## src/rtl/gated_clk_pkg.sv

```systemverilog
`default_nettype none
// ============================================================================
// Module   : gated_clk_pkg
// Purpose  : Shared definitions for the clock-gating enable controller:
//            controller state encoding, parameter defaults and the
//            saturation value of the gating-event counter.
// Revision : 1.0 - initial release
// ============================================================================
package gated_clk_pkg;

  // Controller states. RUN: clock on and usable; GATED: clock stopped;
  // WAKE: clock re-enabled but still settling.
  typedef enum logic [1:0] {
    RUN   = 2'd0,
    GATED = 2'd1,
    WAKE  = 2'd2
  } state_t;

  localparam int CNT_W_DEFAULT    = 8;
  localparam int WAKE_DLY_DEFAULT = 2;

  localparam logic [15:0] GATE_CNT_MAX = 16'hFFFF;

endpackage : gated_clk_pkg
`default_nettype wire

```

## src/rtl/gated_clk_idle_cnt.sv

```systemverilog
`default_nettype none
// ============================================================================
// Module   : gated_clk_idle_cnt
// Purpose  : Counts consecutive idle cycles while the controller is running
//            and flags the cycle on which gating may take place.
// Ports    : clk        - free-running clock
//            rst        - asynchronous active-high reset
//            count_en   - counting allowed (controller in RUN, no test mode);
//                         when low the count is held at zero
//            idle       - current cycle is idle (no busy, no wake request)
//            clear      - force the count back to zero on the next edge
//            limit      - idle threshold, 0 disables the threshold
//            limit_hit  - this idle cycle completes the threshold
// Revision : 1.0 - initial release
// ============================================================================
module gated_clk_idle_cnt
  import gated_clk_pkg::*;
#(
  parameter int CNT_W = CNT_W_DEFAULT
) (
  input  logic             clk,
  input  logic             rst,
  input  logic             count_en,
  input  logic             idle,
  input  logic             clear,
  input  logic [CNT_W-1:0] limit,
  output logic             limit_hit
);

  logic [CNT_W-1:0] idle_cnt;
  logic [CNT_W:0]   cnt_plus_one;

  // One extra bit so that a saturated count plus one cannot wrap.
  assign cnt_plus_one = {1'b0, idle_cnt} + {{CNT_W{1'b0}}, 1'b1};

  // The limit is compared live, so lowering it below the current count
  // fires on the very next idle cycle.
  assign limit_hit = count_en && idle && (limit != '0) &&
                     (cnt_plus_one >= {1'b0, limit});

  always_ff @(posedge clk or posedge rst) begin
    if (rst) begin
      idle_cnt <= '0;
    end else if (clear || !count_en) begin
      idle_cnt <= '0;
    end else if (idle) begin
      if (idle_cnt != {CNT_W{1'b1}}) begin
        idle_cnt <= idle_cnt + 1'b1;
      end
    end else begin
      idle_cnt <= '0;
    end
  end

endmodule : gated_clk_idle_cnt
`default_nettype wire

```

## src/rtl/gated_clk_en_ctrl.sv

```systemverilog
`default_nettype none
// ============================================================================
// Module   : gated_clk_en_ctrl
// Purpose  : Decides when the downstream clock may be stopped. After
//            idle_limit consecutive idle cycles the enable for the external
//            clock-gating cell is dropped; activity, a wake request or
//            disabling auto-gating re-enables it, and clk_ready follows after
//            WAKE_DLY settle cycles. Test mode forces the clock on.
// Ports    : clk_in           - free-running (ungated) clock
//            rst              - asynchronous active-high reset
//            busy             - downstream has work this cycle
//            wake_req         - external wake request
//            ctrl_en          - auto-gating permitted
//            idle_limit       - idle cycles before gating, 0 = never gate
//            pad_yy_test_mode - forces the clock on
//            local_en         - registered enable to the clock-gating cell
//            clk_ready        - gated clock stable and usable
//            gated            - clock currently stopped
//            gate_cnt         - saturating count of RUN->GATED transitions
// Revision : 1.0 - initial release
// ============================================================================
module gated_clk_en_ctrl
  import gated_clk_pkg::*;
#(
  parameter int CNT_W    = CNT_W_DEFAULT,
  parameter int WAKE_DLY = WAKE_DLY_DEFAULT
) (
  input  logic             clk_in,
  input  logic             rst,
  input  logic             busy,
  input  logic             wake_req,
  input  logic             ctrl_en,
  input  logic [CNT_W-1:0] idle_limit,
  input  logic             pad_yy_test_mode,
  output logic             local_en,
  output logic             clk_ready,
  output logic             gated,
  output logic [15:0]      gate_cnt
);

  // Wake counter spans 0 .. WAKE_DLY-1; keep at least one bit so the
  // declaration stays legal when WAKE_DLY is 0 or 1.
  localparam int WCW = (WAKE_DLY > 1) ? $clog2(WAKE_DLY) : 1;
  localparam logic [WCW-1:0] WAKE_LAST = WCW'((WAKE_DLY > 0) ? (WAKE_DLY - 1) : 0);
  localparam bit DIRECT_WAKE = (WAKE_DLY == 0);

  state_t         state;
  logic [WCW-1:0] wake_cnt;

  logic idle;
  logic count_en;
  logic limit_hit;
  logic gate_go;
  logic wake_go;

  assign idle     = !busy && !wake_req;
  assign count_en = (state == RUN) && !pad_yy_test_mode;
  // limit_hit already implies RUN, idle and no test mode.
  assign gate_go  = ctrl_en && limit_hit;
  assign wake_go  = busy || wake_req || !ctrl_en;

  gated_clk_idle_cnt #(
    .CNT_W (CNT_W)
  ) u_idle_cnt (
    .clk       (clk_in),
    .rst       (rst),
    .count_en  (count_en),
    .idle      (idle),
    .clear     (gate_go),
    .limit     (idle_limit),
    .limit_hit (limit_hit)
  );

  // Single registered FSM: every output is assigned alongside the state it
  // belongs to, so nothing reaches an output without passing a flop.
  always_ff @(posedge clk_in or posedge rst) begin
    if (rst) begin
      state     <= RUN;
      wake_cnt  <= '0;
      local_en  <= 1'b1;
      clk_ready <= 1'b1;
      gated     <= 1'b0;
      gate_cnt  <= '0;
    end else if (pad_yy_test_mode) begin
      // Test mode overrides everything, including an ongoing wake sequence.
      state     <= RUN;
      wake_cnt  <= '0;
      local_en  <= 1'b1;
      clk_ready <= 1'b1;
      gated     <= 1'b0;
    end else begin
      case (state)
        RUN: begin
          if (gate_go) begin
            state     <= GATED;
            local_en  <= 1'b0;
            clk_ready <= 1'b0;
            gated     <= 1'b1;
            if (gate_cnt != GATE_CNT_MAX) begin
              gate_cnt <= gate_cnt + 16'd1;
            end
          end
        end

        GATED: begin
          if (wake_go) begin
            if (DIRECT_WAKE) begin
              state     <= RUN;
              local_en  <= 1'b1;
              clk_ready <= 1'b1;
              gated     <= 1'b0;
            end else begin
              state     <= WAKE;
              wake_cnt  <= '0;
              local_en  <= 1'b1;
              clk_ready <= 1'b0;
              gated     <= 1'b0;
            end
          end
        end

        WAKE: begin
          // busy / wake_req are irrelevant here; the settle time always
          // runs to completion.
          if (wake_cnt == WAKE_LAST) begin
            state     <= RUN;
            wake_cnt  <= '0;
            clk_ready <= 1'b1;
          end else begin
            wake_cnt <= wake_cnt + 1'b1;
          end
        end

        default: begin
          state     <= RUN;
          wake_cnt  <= '0;
          local_en  <= 1'b1;
          clk_ready <= 1'b1;
          gated     <= 1'b0;
        end
      endcase
    end
  end

endmodule : gated_clk_en_ctrl
`default_nettype wire

```

## config.mk

```make
export PLATFORM = sky130hd
export DESIGN_NAME = gated_clk_en_ctrl
export DESIGN_NICKNAME = d
export VERILOG_FILES = /design/src/rtl/gated_clk_pkg.sv /design/src/rtl/gated_clk_idle_cnt.sv /design/src/rtl/gated_clk_en_ctrl.sv
export SDC_FILE = /design/constraint.sdc
export NUM_CORES = 1
export LEC_CHECK = 0
export CORE_ASPECT_RATIO = 1.75
export CORE_MARGIN = 2
export CORE_UTILIZATION = 51
export CTS_CLUSTER_DIAMETER = 100
export DETAILED_ROUTE_END_ITERATION = 10
export DONT_BUFFER_PORTS = 1
export MAX_ROUTING_LAYER = met4
export PLACE_DENSITY = 0.66
export SLEW_MARGIN = 20
export SYNTH_ARGS = -nofsm -noshare
export SYNTH_HDL_FRONTEND = slang
export SYNTH_SLANG_ARGS = --single-unit
export TNS_END_PERCENT = 50
```

## constraint.sdc

```tcl
create_clock -name clk_in -period 6.9 [get_ports clk_in]
set_input_delay 0.69 -clock clk_in [delete_from_list [all_inputs] [get_ports clk_in]]
set_output_delay 0.69 -clock clk_in [all_outputs]
set_load 0.01 [all_outputs]
```

# Word level (Yosys, flattened, before mapping)
# Index checks and enable logic that the tools add are counted.
[word_totals] register_bits=30 input_bits=14 output_inout_bits=19 word_cells=65
[op_classes] addsub=4 n_lt_le_gt_ge=1 n_eq_ne=10 muxes=22 bitwise=1 n_reduce_logical=20
[op_table] operator="$mux W8" count=3
[op_table] operator="$add A16 B1 Y16 const B" count=1
[op_table] operator="$ne A16 B16 Y1 const B" count=1
[op_table] operator="$pmux W1 S3" count=4
[op_table] operator="$mux W1" count=10
[op_table] operator="$add A8 B1 Y9 const B" count=1
[op_table] operator="$ge A9 B8 Y1" count=1
[op_table] operator="$ne A3 B3 Y1 const B" count=3
[op_table] operator="$add A8 B1 Y8 const B" count=1
[op_table] operator="$mux W2" count=4
[op_table] operator="$ne A8 B8 Y1 const B" count=1
[op_table] operator="$reduce_bool A8 Y1" count=1
[op_table] operator="$logic_and A1 B1 Y1" count=6
[op_table] operator="$pmux W2 S3" count=1
[op_table] operator="$reduce_and A3 Y1" count=2
[op_table] operator="$logic_not A1 Y1" count=5
[op_table] operator="$ne A2 B2 Y1 const B" count=2
[op_table] operator="$reduce_and A4 Y1" count=1
[op_table] operator="$logic_or A1 B1 Y1" count=3
[op_table] operator="$ne A3 B2 Y1 const B" count=1
[op_table] operator="$eq A2 B1 Y1 const B" count=1
[op_table] operator="$eq A2 B2 Y1 const B" count=1
[op_table] operator="$logic_not A2 Y1" count=1
[op_table] operator="$reduce_and A2 Y1" count=1
[op_table] operator="2 further kinds" count=2

# Longest topological paths before layout
# Gate-level depths: netlist of the first run.
[logic_depth] depth_word=9 mapped_depth=13 ltp_nobuf=12

# Modules after synthesis
# From an unflattened synthesis of the first run, not the netlist that was laid out.
[hier_totals] hier_cells=178 area_unflattened_um2=1800.5
[modules_own_cells] mod="gated_clk_en_ctrl" instances=1 cells_per_inst=104 area_each_um2=1136.1 seq_area_each_um2=553.0
[modules_own_cells] mod="gated_clk_idle_cnt" instances=1 cells_per_inst=74 area_each_um2=664.4 seq_area_each_um2=200.2

# Worst setup path after synthesis of the first run
# OpenSTA, ideal clock, no wires.
[synth_timing] kind="reg-to-reg" start="register u_idle_cnt.idle_cnt[0]" end="register gate_cnt[1]" setup_ps=125 arrival_ps=2537 required_ps=6775 setup_slack_ps=4238 path_stages_with_launch=13 path_buffers=1 synth_period_minus_slack_ps=2662 path_cell_list="dfrtp_1 -> ha_1 -> nand3_2 -> nor2_4 -> xnor2_1 -> inv_1 -> ha_1 -> nand3_1 -> or3_1 -> a31oi_4 -> buf_6 -> nand2_2 -> mux2_4"
[synth_between] elab_chain_cells=5
[synth_lines] item="start, declared" line="gated_clk_idle_cnt.sv:30" source="logic [CNT_W-1:0] idle_cnt;"
[synth_lines] item="start signal, assigned" line="gated_clk_idle_cnt.sv:48" source="idle_cnt <= idle_cnt + 1'b1;"
[synth_lines] item="$add A8 B1 Y9" line="gated_clk_idle_cnt.sv:34" source="assign cnt_plus_one = {1'b0, idle_cnt} + {{CNT_W{1'b0}}, 1'b1};"
[synth_lines] item="$ge A9 B8 Y1" line="gated_clk_idle_cnt.sv:39" source="(cnt_plus_one >= {1'b0, limit});"
[synth_lines] item="$logic_and A1 B1 Y1" line="gated_clk_idle_cnt.sv:38" source="assign limit_hit = count_en && idle && (limit != '0) &&"
[synth_lines] item="$logic_and A1 B1 Y1" line="gated_clk_en_ctrl.sv:59" source="assign gate_go = ctrl_en && limit_hit;"
[synth_lines] item="$reduce_and A4 Y1 (no source line)"
[synth_lines] item="end signal, assigned" line="gated_clk_en_ctrl.sv:100" source="gate_cnt <= gate_cnt + 16'd1;"
[synth_lines] item="end, declared" line="gated_clk_en_ctrl.sv:38" source="output logic [15:0] gate_cnt"
# No other way between the ends.
# A chain may end at the register's enable or synchronous reset.

# Worst setup path after layout of the first run
# Same ends and word-level chain as after synthesis.

==> results.py, run 1 <==
metrics = {
    "outcome": {
        "run_status": "finished clean",
    },
    "cells_and_area": {
        "final_design_area_no_fill_mm2": 0.00183,
        "layout_commonest_cell": "dfrtp_1",
        "nFillCells": 316,
        "fraction_of_layout_instances_using_a_drive_strength_above_1_pct": 9.55,
        "antennaDiodeCount": 0,
        "synthesis_to_finish_area_growth_pct": 7.11,
        "layout_common_cells": "28 x dfrtp_1, 18 x xnor2_1, 15 x nor2_1",
        "final_nets": 201,
    },
    "clocking": {
        "clock_tree.root_cell": "clkbuf_8",
        "cts-buffers-inserted": 5,
        "cts_sinks": 30,
        "cts_tree": "done",
        "cts_post_setup_buffers_inserted": 0,
        "worstSkewPairLatency_ns": 0.28,
        "clock_path_buffers": 2,
        "clk_transition_reported_paths_ns": 0.06,
        "post_cts_hold_buffer_count": 0,
        "cts-resized-gates": 0,
        "cts_htree_levels": 2,
    },
    "setup_path": {
        "cp.depth": 11,
        "startpoint": "u_idle_cnt.idle_cnt[0]",
        "critical_path.n_buffers_inverters": 1,
        "setup.worst_path.class": "flip-flop to flip-flop",
        "most_used_cell_along_the_critical_path": "ha_1",
        "startpoint_class_of_the_critical_path": "flip-flop",
        "timing.critical_path.to_type": "flip-flop",
        "critical_path_peak_fanout": 20,
        "critical_path.top_delay_family": "simple AND/OR/NAND/NOR gates",
        "crit_end": "gate_cnt[1]",
        "timing.reg2reg.setup_slack_ns": 3.82,
        "critPathSlowestCell": "a31oi_4",
        "r2r_end": "gate_cnt[1]",
        "ff2ff_path_depth": 11,
        "data_arrival_time_of_the_worst_path_ns": 3.25,
        "timing.critical_path.required_ns": 7.07,
        "crit_path_max_incr_delay_ns": 0.50,
        "regToRegStartpoint": "u_idle_cnt.idle_cnt[0]",
        "timing.critical_path.cells": "ha_1, nand3_2, nor2_4, xnor2_1, inv_1, ha_1, nand3_1, or3_1, a31oi_4, nand2_2, mux2_4",
    },
    "logic_synthesis": {
        "postSynthCellCount": 173,
        "mappedNetlistArea_mm2": 0.00171,
        "synth_seq_area_share_pct": 44.1,
        "synth_area_per_cell_um2": 9.87,
        "ys_ff_latch": 30,
        "synth_fp_nets": 197,
        "synth-edff-count": 0,
        "synthFlopType": "dfrtp_1",
        "ys_async_sr_fraction_pct": 100,
        "yosysWarnings": 0,
        "synth.distinct_cells": 37,
    },
    "drt": {
        "detail_route.drc_violations": 0,
        "wl_per_cell_um": 15.1,
        "drt_wl_total_um": 3330,
        "pre_antenna_drt_iters": 4,
        "ant_nets": 0,
        "routed-via-count": 1275,
        "drt_first_iter_violations": 35,
        "drt-vias-per-instance": 5.77,
    },
    "global_route": {
        "grtUsageTotal_pct": 21.1,
        "grt.met2_usage_pct": 34.9,
        "gr-usage-met1_pct": 21.3,
        "globalRouteOverflowTotal": 0,
        "first_global_vias": 1307,
        "global_route_wire_length_before_repair_um": 5600,
        "number_of_antenna_violations_at_the_first_check_in_global_routing": 0,
        "use_met3_pct": 5.84,
        "pin_count_of_the_biggest_net_entering_global_routing": 31,
        "grt.busiest_layer": "met2",
    },
    "sta": {
        "final-setup-viol-count": 0,
        "timing.hold.ws_ns": 0.366,
        "clock.fmax_ghz": 0.325,
        "skew_ns": 0.00284,
        "fin_ws_ns": 3.82,
        "relSlewSlack_pct": 58.6,
        "min_period_over_period_pct": 44.6,
        "rsz_0062_raised_after_global_routing": "no",
        "timing.final.crit_period_ns": 3.08,
        "worst_slew_pin_slew_ns": 0.620,
        "finalSetupTns_ns": 0,
        "maxSlewViolCount": 0,
        "report.final.hold_viol_count": 0,
    },
    "power_and_ir_drop": {
        "clock_power_share_pct": 43.0,
        "p_int_w": 0.000262,
        "comb_power_share_pct": 3.6,
        "total_power_w": 0.000335,
        "power.switching_w": 0.0000733,
        "leakage_power_nw": 0.825,
        "ir_drop_mv": 0.147,
        "power.share.sequential_pct": 53.5,
        "power_density_mw_per_mm2": 183,
        "netSwitchingFraction_pct": 21.9,
    },
    "die": {
        "die_w_um": 47.7,
        "design.die.area_mm2": 0.00385,
        "core.rowCount": 27,
        "ioPinCount": 33,
        "die_height_um": 80.6,
        "design.core.area_mm2": 0.00318,
        "initial_core_util_pct": 53.8,
    },
    "worst_hold_path": {
        "hold_path_class": "primary input to asynchronous set/reset pin",
    },
    "place": {
        "dpl_cell_area_mm2": 0.00174,
        "global_placement_routability_congestion": 0.834,
        "dp.final_hpwl_um": 2560,
        "port-buffer-count": 0,
        "place_ws_ns": 3.82,
    },
    "flow_run": {
        "max_cap_violations": 0,
    },
}
Yosys cell counts, types with 2 or more instances:
library cell / number / area, um^2
dfrtp_1: 28 / 701
xnor2_1: 18 / 158
nor2_1: 15 / 56.3
inv_1: 13 / 48.8
nand3_1: 12 / 60.1
nand2_1: 11 / 41.3
ha_1: 10 / 125
a21oi_1: 9 / 45.0
nand4_1: 8 / 50.1
nand3b_1: 5 / 37.5
nor4_1: 5 / 31.3
and3_1: 3 / 18.8
o21ai_0: 3 / 15.0
xor2_1: 3 / 26.3
a21o_1: 2 / 15.0
dfstp_2: 2 / 52.6
nand2b_1: 2 / 12.5
nor2b_1: 2 / 12.5
nor3_1: 2 / 10.0
o21a_1: 2 / 15.0
or3_1: 2 / 12.5
worst min path at each step:
stage                           startpoint           end  cells after the start
after detailed placement          state[1]      state[0]                      1
after CTS                 pad_yy_test_mode      wake_cnt                      1
after global placement            state[1]      state[0]                      1
after floorplan                   state[1]      state[0]                      1
final                                  rst      state[0]                      1
after global routing                   rst  gate_cnt[11]                      1
power by group through the flow:
stage | Clock [W] | Combinational, W | Sequential, W
6_report | 0.000144 | 0.0000120 | 0.000179
5_1_grt | 0.000156 | 0.0000145 | 0.000179
4_1_cts | 0.000149 | 0.0000125 | 0.000179
3_5_place_dp | 0 | 0.0000125 | 0.000182
3_3_place_gp | 0 | 0.0000120 | 0.000182
2_1_floorplan | 0 | 0.00000987 | 0.000182
registers in the layout (all words and copies together), names as in the netlist:
register,flops
gate_cnt,16
u_idle_cnt.idle_cnt,8
state,2
clk_ready,1
gated,1
local_en,1
wake_cnt,1
worst register-to-register path, delay by kind of cell, from the launching register on:
family	cells	cell delay [ns]
and+or+nand+nor	5	0.97
adders and majority gates	2	0.52
AOI/OAI and AO/OA	1	0.50
DFF	1	0.43
muxes	1	0.31
xor gates and xnor gates	1	0.15
buffers and inverters	1	0.07
per-stage QoR:
| step | utilization, % | instances |
|---|---|---|
| after global routing | 57.6 | 221 |
| after CTS | 57.6 | 221 |
| final | 57.6 | 221 |
| after floorplan | - | 173 |
| after global placement | 54.7 | 213 |
| after detailed placement | 54.7 | 213 |
area by class of cell:
cell class	count	area, um^2	area share (%)
Multi-Input combinational cell	127	882	48.2
Sequential cell	30	753	41.2
Clock buffer	7	86.3	4.72
Tap cell	43	53.8	2.94
Inverter	13	48.8	2.67
Clock inverter	1	5.00	0.274
cells by family after synthesis:
kind of cell             count (synthesis)  synth area share, %
AO/OA/AOI/OAI                           22                 9.01
XOR/XNOR                                21                 10.8
adder cells (fa/ha/maj)                 10                 7.33
buffers and inverters                   16                 4.25
flip-flops                              30                 44.1
AND/OR/NAND/NOR                         72                 23.1
multiplexers                             2                 1.46
metal layers:
layer / part of all wire (%) / vias to the layer above
met4: 3.1 / 0
met3: 5.7 / 8
li1: - / 609
met5: 0 / -
met1: 37 / 619
met2: 54 / 39
No activity file was read; power rests on OpenSTA's default activity.
==> inputs of run 2 (changes only) <==
- PLACE_DENSITY: 0.66 -> 0.69
- clock period: 6.9 -> 2.7 ns (I/O delays scaled with it)
==> run 2 against run 1 <==
  * Count of clock-buffer cells in the layout shrank 1
  * Critical path type unchanged
  * Sequential share of layout area shrank 6.3 points
  * The flow now finishes with violations (setup timing)
  * Power grew to 2.8 times the previous value
  * Combinational power rose to 3.3 times the previous value
==> results.py, run 2 (same netlist as run 1, synthesis figures left out) <==
metrics = {
    "clocking": {
        "clk_transition_reported_paths_ns": 0.06,
        "cts_sinks": 30,
        "clock_path_buffers": 2,
        "worstSkewPairLatency_ns": 0.28,
        "cts_tree": "done",
        "clock_tree.root_cell": "clkbuf_8",
        "cts-buffers-inserted": 5,
        "cts_htree_levels": 2,
    },
    "cells_and_area": {
        "layout_common_cells": "27 x dfrtp_1, 17 x buf_4, 15 x xnor2_1",
        "layout_commonest_cell": "dfrtp_1",
        "layout_top_registers": "gate_cnt: 16 flops, u_idle_cnt.idle_cnt: 8 flops, state: 2 flops",
        "postLayoutCoreUtil_pct": 68.1,
        "nFillCells": 262,
        "antennaDiodeCount": 0,
        "fraction_of_layout_instances_using_a_drive_strength_above_1_pct": 26.1,
        "largest_reg_flops": 16,
        "top_register": "gate_cnt",
        "final_nets": 223,
        "synthesis_to_finish_area_growth_pct": 26.6,
        "fin_cells": 242,
    },
    "power_and_ir_drop": {
        "p_int_w": 0.000764,
        "power.switching_w": 0.000185,
        "clock_power_share_pct": 47.7,
        "comb_power_share_pct": 4.2,
        "netSwitchingFraction_pct": 19.5,
        "power.share.sequential_pct": 48.2,
        "power_density_mw_per_mm2": 439,
        "leakage_power_nw": 0.960,
        "ir_drop_mv": 0.486,
    },
    "drt": {
        "wl_per_cell_um": 15.7,
        "ant_nets": 0,
        "drt_first_iter_violations": 40,
        "routed-via-count": 1421,
        "drt-vias-per-instance": 5.87,
        "drt_wl_total_um": 3800,
        "detail_route.drc_violations": 0,
        "pre_antenna_drt_iters": 7,
    },
    "global_route": {
        "globalRouteOverflowTotal": 0,
        "number_of_antenna_violations_at_the_first_check_in_global_routing": 0,
        "grtUsageTotal_pct": 21.8,
        "global_route_wire_length_before_repair_um": 5780,
        "first_global_vias": 1421,
        "pin_count_of_the_biggest_net_entering_global_routing": 31,
    },
    "die": {
        "design.core.area_mm2": 0.00318,
        "ioPinCount": 33,
        "die_w_um": 47.7,
        "design.die.area_mm2": 0.00385,
        "core.rowCount": 27,
        "initial_core_util_pct": 53.8,
        "die_height_um": 80.6,
    },
    "sta": {
        "final-setup-viol-count": 1,
        "clock.fmax_ghz": 0.369,
        "worst_slew_pin_slew_ns": 0.612,
        "rsz_0062_raised_after_global_routing": "yes",
        "maxSlewViolCount": 0,
        "timing.final.crit_period_ns": 2.71,
        "report.final.hold_viol_count": 0,
        "min_period_over_period_pct": 101,
        "fin_ws_ns": -0.0137,
        "skew_ns": 0.00740,
        "relSlewSlack_pct": 59.2,
        "finalSetupTns_ns": -0.0137,
    },
    "worst_hold_path": {
        "hold-path-cell-count": 1,
        "worstHoldEndpoint": "wake_cnt",
        "hold_path_startpoint": "pad_yy_test_mode",
        "hold_path_class": "primary input to flip-flop",
    },
    "flow_run": {
        "max_cap_violations": 0,
    },
    "place": {
        "placedCellCount": 222,
        "port-buffer-count": 0,
        "dp.final_hpwl_um": 2690,
        "global_placement_routability_congestion": 0.843,
    },
    "setup_path": {
        "setup.worst_path.class": "flip-flop to flip-flop",
        "regToRegStartpoint": "u_idle_cnt.idle_cnt[0]",
        "timing.critical_path.to_type": "flip-flop",
        "timing.critical_path.cells": "buf_4, buf_4, nand3_2, xor2_1, inv_1, ha_1, o211ai_1, or3_4, a31oi_4, buf_12, nand2_2, mux2_4",
        "data_arrival_time_of_the_worst_path_ns": 2.88,
        "most_used_cell_along_the_critical_path": "buf_4",
        "ff2ff_path_depth": 12,
        "critPathSlowestCell": "or3_4",
        "r2r_end": "gate_cnt[1]",
        "timing.reg2reg.setup_slack_ns": -0.01,
        "crit_path_max_incr_delay_ns": 0.41,
        "timing.critical_path.required_ns": 2.86,
        "critical_path_peak_fanout": 8,
        "startpoint_class_of_the_critical_path": "flip-flop",
    },
    "outcome": {
        "violated_checks": "setup timing",
        "run_status": "complete, but fails checks",
    },
}
-- run 2: changes by cell type in the layout (fill, tap and decap cells not counted), moves of 2 or more --
cell / previous run / this run
nand3_2: 1 / 3
nand3_1: 12 / 9
xnor2_1: 18 / 15
ha_1: 10 / 8
xnor2_2: 0 / 2
buf_4: 0 / 17
buf_12: 0 / 2
-- run 2: what timing repair did --
item,in CTS,in global routing
hold buffers,0,1
endpoints found under the setup margin,12,27
pin swaps,4,9
buffers inserted,7,4
gates resized for setup,8,10
gates cloned,1,0
endpoints found under the hold margin,0,28
-- run 2: cell type report --
cell class	count	area [um^2]	share of cell area, %
multi-input combinational	127	976	45.1
sequential	30	754	34.9
timing repair buffer	22	216	10.0
clock buffer	6	82.6	3.82
tap	43	53.8	2.49
inverter	13	48.8	2.26
clock inverter	1	30.0	1.39
-- run 2: how the worst max path moves through the flow --
stage | end | from | depth (start not counted) | slack, ns
after global placement | gate_cnt[1] | u_idle_cnt.idle_cnt[2] | 11 | -0.004
after floorplan | gate_cnt[1] | u_idle_cnt.idle_cnt[0] | 12 | 0.04
after detailed placement | gate_cnt[1] | u_idle_cnt.idle_cnt[1] | 12 | -0.08
after global routing | gate_cnt[4] | u_idle_cnt.idle_cnt[0] | 13 | -0.11
final | gate_cnt[1] | u_idle_cnt.idle_cnt[0] | 12 | -0.01
after CTS | gate_cnt[1] | u_idle_cnt.idle_cnt[1] | 11 | -0.006
-- run 2: power by group through the flow --
stage,combinational [W],clock [W],sequential (W)
finish,0.0000395,0.000453,0.000457
global placement,0.0000331,0,0.000465
detailed placement,0.0000350,0,0.000465
global route,0.0000454,0.000491,0.000457
CTS,0.0000376,0.000464,0.000457
floorplan,0.0000252,0,0.000465
-- run 2: metrics by stage --
stage          area [um^2]  hold WS (ns)  setup slack, ns  total power [W]
6_report              2160        0.0466          -0.0137         0.000950
5_1_grt               2160        0.0262           -0.107         0.000993
4_1_cts               2060        0.0389         -0.00590         0.000959
3_5_place_dp          1820         0.336          -0.0841         0.000500
3_3_place_gp          1820         0.334         -0.00366         0.000498
2_1_floorplan         1710         0.333           0.0376         0.000490
-- run 2: layer usage --
| layer | global-route usage (%) | part of all wire, % | vias up |
|---|---|---|---|
| li1 | - | - | 652 |
| met5 | - | 0 | - |
| met3 | 7.87 | 5.2 | 11 |
| met4 | 10.3 | 3.1 | 0 |
| met2 | 37.1 | 56 | 52 |
| met1 | 20.4 | 35 | 706 |
-- run 2: worst max-delay path: cells and delay by family, from the launching register on --
family                     cells  cell delay (ns)
xor gates and xnor gates       1             0.19
AOI/OAI and AO/OA              2             0.35
DFF                            1             0.39
buffers and inverters          4             0.54
and+or+nand+nor                3             0.54
adders and majority gates      1             0.28
muxes                          1             0.31
==> inputs of run 3 (changes only) <==
- CTS_BUF_LIST: not set -> sky130_fd_sc_hd__clkbuf_4 sky130_fd_sc_hd__clkbuf_8
- RECOVER_POWER: not set -> 25
==> run 3 against run 2 <==
  * The flow still finishes with violations (setup timing)
  * Register-to-register slack is essentially flat
  * Setup slack gained 0.00080 ns
  * Clock skew is essentially flat
  * Sequential power is essentially flat
  * Combinational power is essentially flat
  * Hold slack is essentially flat
  * Power is essentially flat
  * Non-clock buffer count is the same
  * Global-route usage is the same
  * Critical path type unchanged
  * Largest cell class unchanged
  * Largest power group unchanged
  * Highest routed layer unchanged
==> results.py, run 3 (same netlist as run 1, synthesis figures left out) <==
metrics = {
    "die": {
        "design.die.area_mm2": 0.00385,
        "core.rowCount": 27,
        "initial_core_util_pct": 53.8,
        "die_height_um": 80.6,
        "design.core.area_mm2": 0.00318,
        "ioPinCount": 33,
        "die_w_um": 47.7,
    },
    "cells_and_area": {
        "nFillCells": 262,
        "final-seq-area_um2": 754,
        "largest_reg_flops": 16,
        "layout_commonest_cell": "dfrtp_1",
        "antennaDiodeCount": 0,
        "fraction_of_layout_instances_using_a_drive_strength_above_1_pct": 25.6,
        "multi_input_area_um2": 976,
        "final_nets": 223,
        "layout_common_cells": "27 x dfrtp_1, 17 x buf_4, 15 x xnor2_1",
        "top_register": "gate_cnt",
        "synthesis_to_finish_area_growth_pct": 26.6,
        "layout_top_registers": "gate_cnt: 16 flops, u_idle_cnt.idle_cnt: 8 flops, state: 2 flops",
    },
    "clocking": {
        "clk_transition_reported_paths_ns": 0.06,
        "cts_tree": "done",
        "cts-buffers-inserted": 5,
        "clock_tree.root_cell": "clkbuf_8",
        "cts_sinks": 30,
        "cts_htree_levels": 2,
        "clock_path_buffers": 2,
        "worstSkewPairLatency_ns": 0.28,
    },
    "power_and_ir_drop": {
        "clock_power_share_pct": 47.7,
        "p_int_w": 0.000764,
        "comb_power_share_pct": 4.1,
        "total_power_w": 0.000950,
        "netSwitchingFraction_pct": 19.5,
        "leakage_power_nw": 0.961,
        "ir_drop_mv": 0.485,
        "power.switching_w": 0.000186,
        "power.share.sequential_pct": 48.2,
        "power_density_mw_per_mm2": 439,
    },
    "global_route": {
        "number_of_antenna_violations_at_the_first_check_in_global_routing": 0,
        "grtUsageTotal_pct": 21.8,
        "pin_count_of_the_biggest_net_entering_global_routing": 31,
        "global_route_wire_length_before_repair_um": 5780,
        "first_global_vias": 1421,
        "globalRouteOverflowTotal": 0,
    },
    "setup_path": {
        "critical_path_peak_fanout": 8,
        "ff2ff_path_depth": 12,
        "timing.reg2reg.setup_slack_ns": -0.01,
        "regToRegStartpoint": "u_idle_cnt.idle_cnt[0]",
        "r2r_end": "gate_cnt[1]",
        "data_arrival_time_of_the_worst_path_ns": 2.88,
        "startpoint_class_of_the_critical_path": "flip-flop",
        "timing.critical_path.required_ns": 2.86,
        "setup.worst_path.class": "flip-flop to flip-flop",
        "startpoint": "u_idle_cnt.idle_cnt[0]",
        "timing.critical_path.to_type": "flip-flop",
    },
    "drt": {
        "ant_nets": 0,
        "drt-vias-per-instance": 5.84,
        "detail_route.drc_violations": 0,
        "wl_per_cell_um": 15.6,
        "pre_antenna_drt_iters": 4,
        "drt_wl_total_um": 3780,
        "routed-via-count": 1413,
        "drt_first_iter_violations": 40,
    },
    "worst_hold_path": {
        "hold_path_startpoint": "pad_yy_test_mode",
        "hold_path_class": "primary input to flip-flop",
        "worstHoldEndpoint": "wake_cnt",
        "hold-path-cell-count": 1,
    },
    "outcome": {
        "violated_checks": "setup timing",
        "run_status": "complete, but fails checks",
    },
    "sta": {
        "worst_slew_pin_slew_ns": 1.12,
        "report.final.hold_viol_count": 0,
        "fin_ws_ns": -0.0129,
        "rsz_0062_raised_after_global_routing": "yes",
        "min_period_over_period_pct": 100,
        "skew_ns": 0.00696,
        "timing.final.crit_period_ns": 2.71,
        "relSlewSlack_pct": 25.5,
        "timing.hold.ws_ns": 0.0465,
        "final-setup-viol-count": 1,
        "finalSetupTns_ns": -0.0129,
        "maxSlewViolCount": 0,
        "clock.fmax_ghz": 0.369,
    },
    "flow_run": {
        "max_cap_violations": 0,
    },
    "place": {
        "global_placement_routability_congestion": 0.843,
        "port-buffer-count": 0,
        "dp.final_hpwl_um": 2690,
    },
}
run 3: area by class of cell:
cell class,count,share of cell area (%)
clock inverter,1,1.39
inverter,13,2.26
multi-input combinational,127,45.1
sequential,30,34.9
tap,43,2.49
timing repair buffer,22,10.0
clock buffer,6,3.82
run 3: worst max path at each step:
stage / end / slack, ns
finish: gate_cnt[1] / -0.01
floorplan: gate_cnt[1] / 0.04
global route: gate_cnt[4] / -0.11
CTS: gate_cnt[1] / -0.006
global placement: gate_cnt[1] / -0.004
detailed placement: gate_cnt[1] / -0.08
run 3: power by group through the flow:
| stage | logic [W] | registers [W] | clock network, W |
|---|---|---|---|
| final | 0.0000393 | 0.000457 | 0.000453 |
| after global routing | 0.0000452 | 0.000457 | 0.000491 |
| after CTS | 0.0000376 | 0.000457 | 0.000464 |
| after detailed placement | 0.0000350 | 0.000465 | 0 |
| after global placement | 0.0000331 | 0.000465 | 0 |
| after floorplan | 0.0000252 | 0.000465 | 0 |
run 3: worst max-delay path, stage by stage, from the launching register on:
cell and delay [ns]:
dfrtp_1 0.39, buf_4 0.15, buf_4 0.14, nand3_2 0.06, xor2_1 0.19, inv_1 0.08
ha_1 0.28, o211ai_1 0.08, or3_4 0.41, a31oi_4 0.27, buf_12 0.16, nand2_2 0.07
mux2_4 0.31
run 3: per-stage QoR:
step | std cells | utilization, % | area, um^2 | worst slack, ns
after floorplan | 173 | - | 1710 | 0.0376
after global placement | 222 | 57.2 | 1820 | -0.00366
after detailed placement | 222 | 57.2 | 1820 | -0.0841
after CTS | 237 | 64.9 | 2060 | -0.00590
after global routing | 242 | 68.1 | 2160 | -0.107
final | 242 | 68.1 | 2160 | -0.0129
run 3: layer usage:
| layer | share of wire [%] | global-route usage, % |
|---|---|---|
| met1 | 36 | 20.4 |
| met2 | 57 | 37.1 |
| met3 | 4.0 | 7.87 |
| met4 | 3.1 | 10.3 |
| met5 | 0 | - |
run 3: repair_timing:
| action | in CTS | in global routing |
|---|---|---|
| gates cloned | 1 | 0 |
| hold buffers | 0 | 1 |
| setup buffers | 7 | 4 |
| pin swaps | 4 | 9 |
| resized for setup | 8 | 10 |
| setup endpoints to repair | 12 | 27 |
| hold endpoints to repair | 0 | 28 |
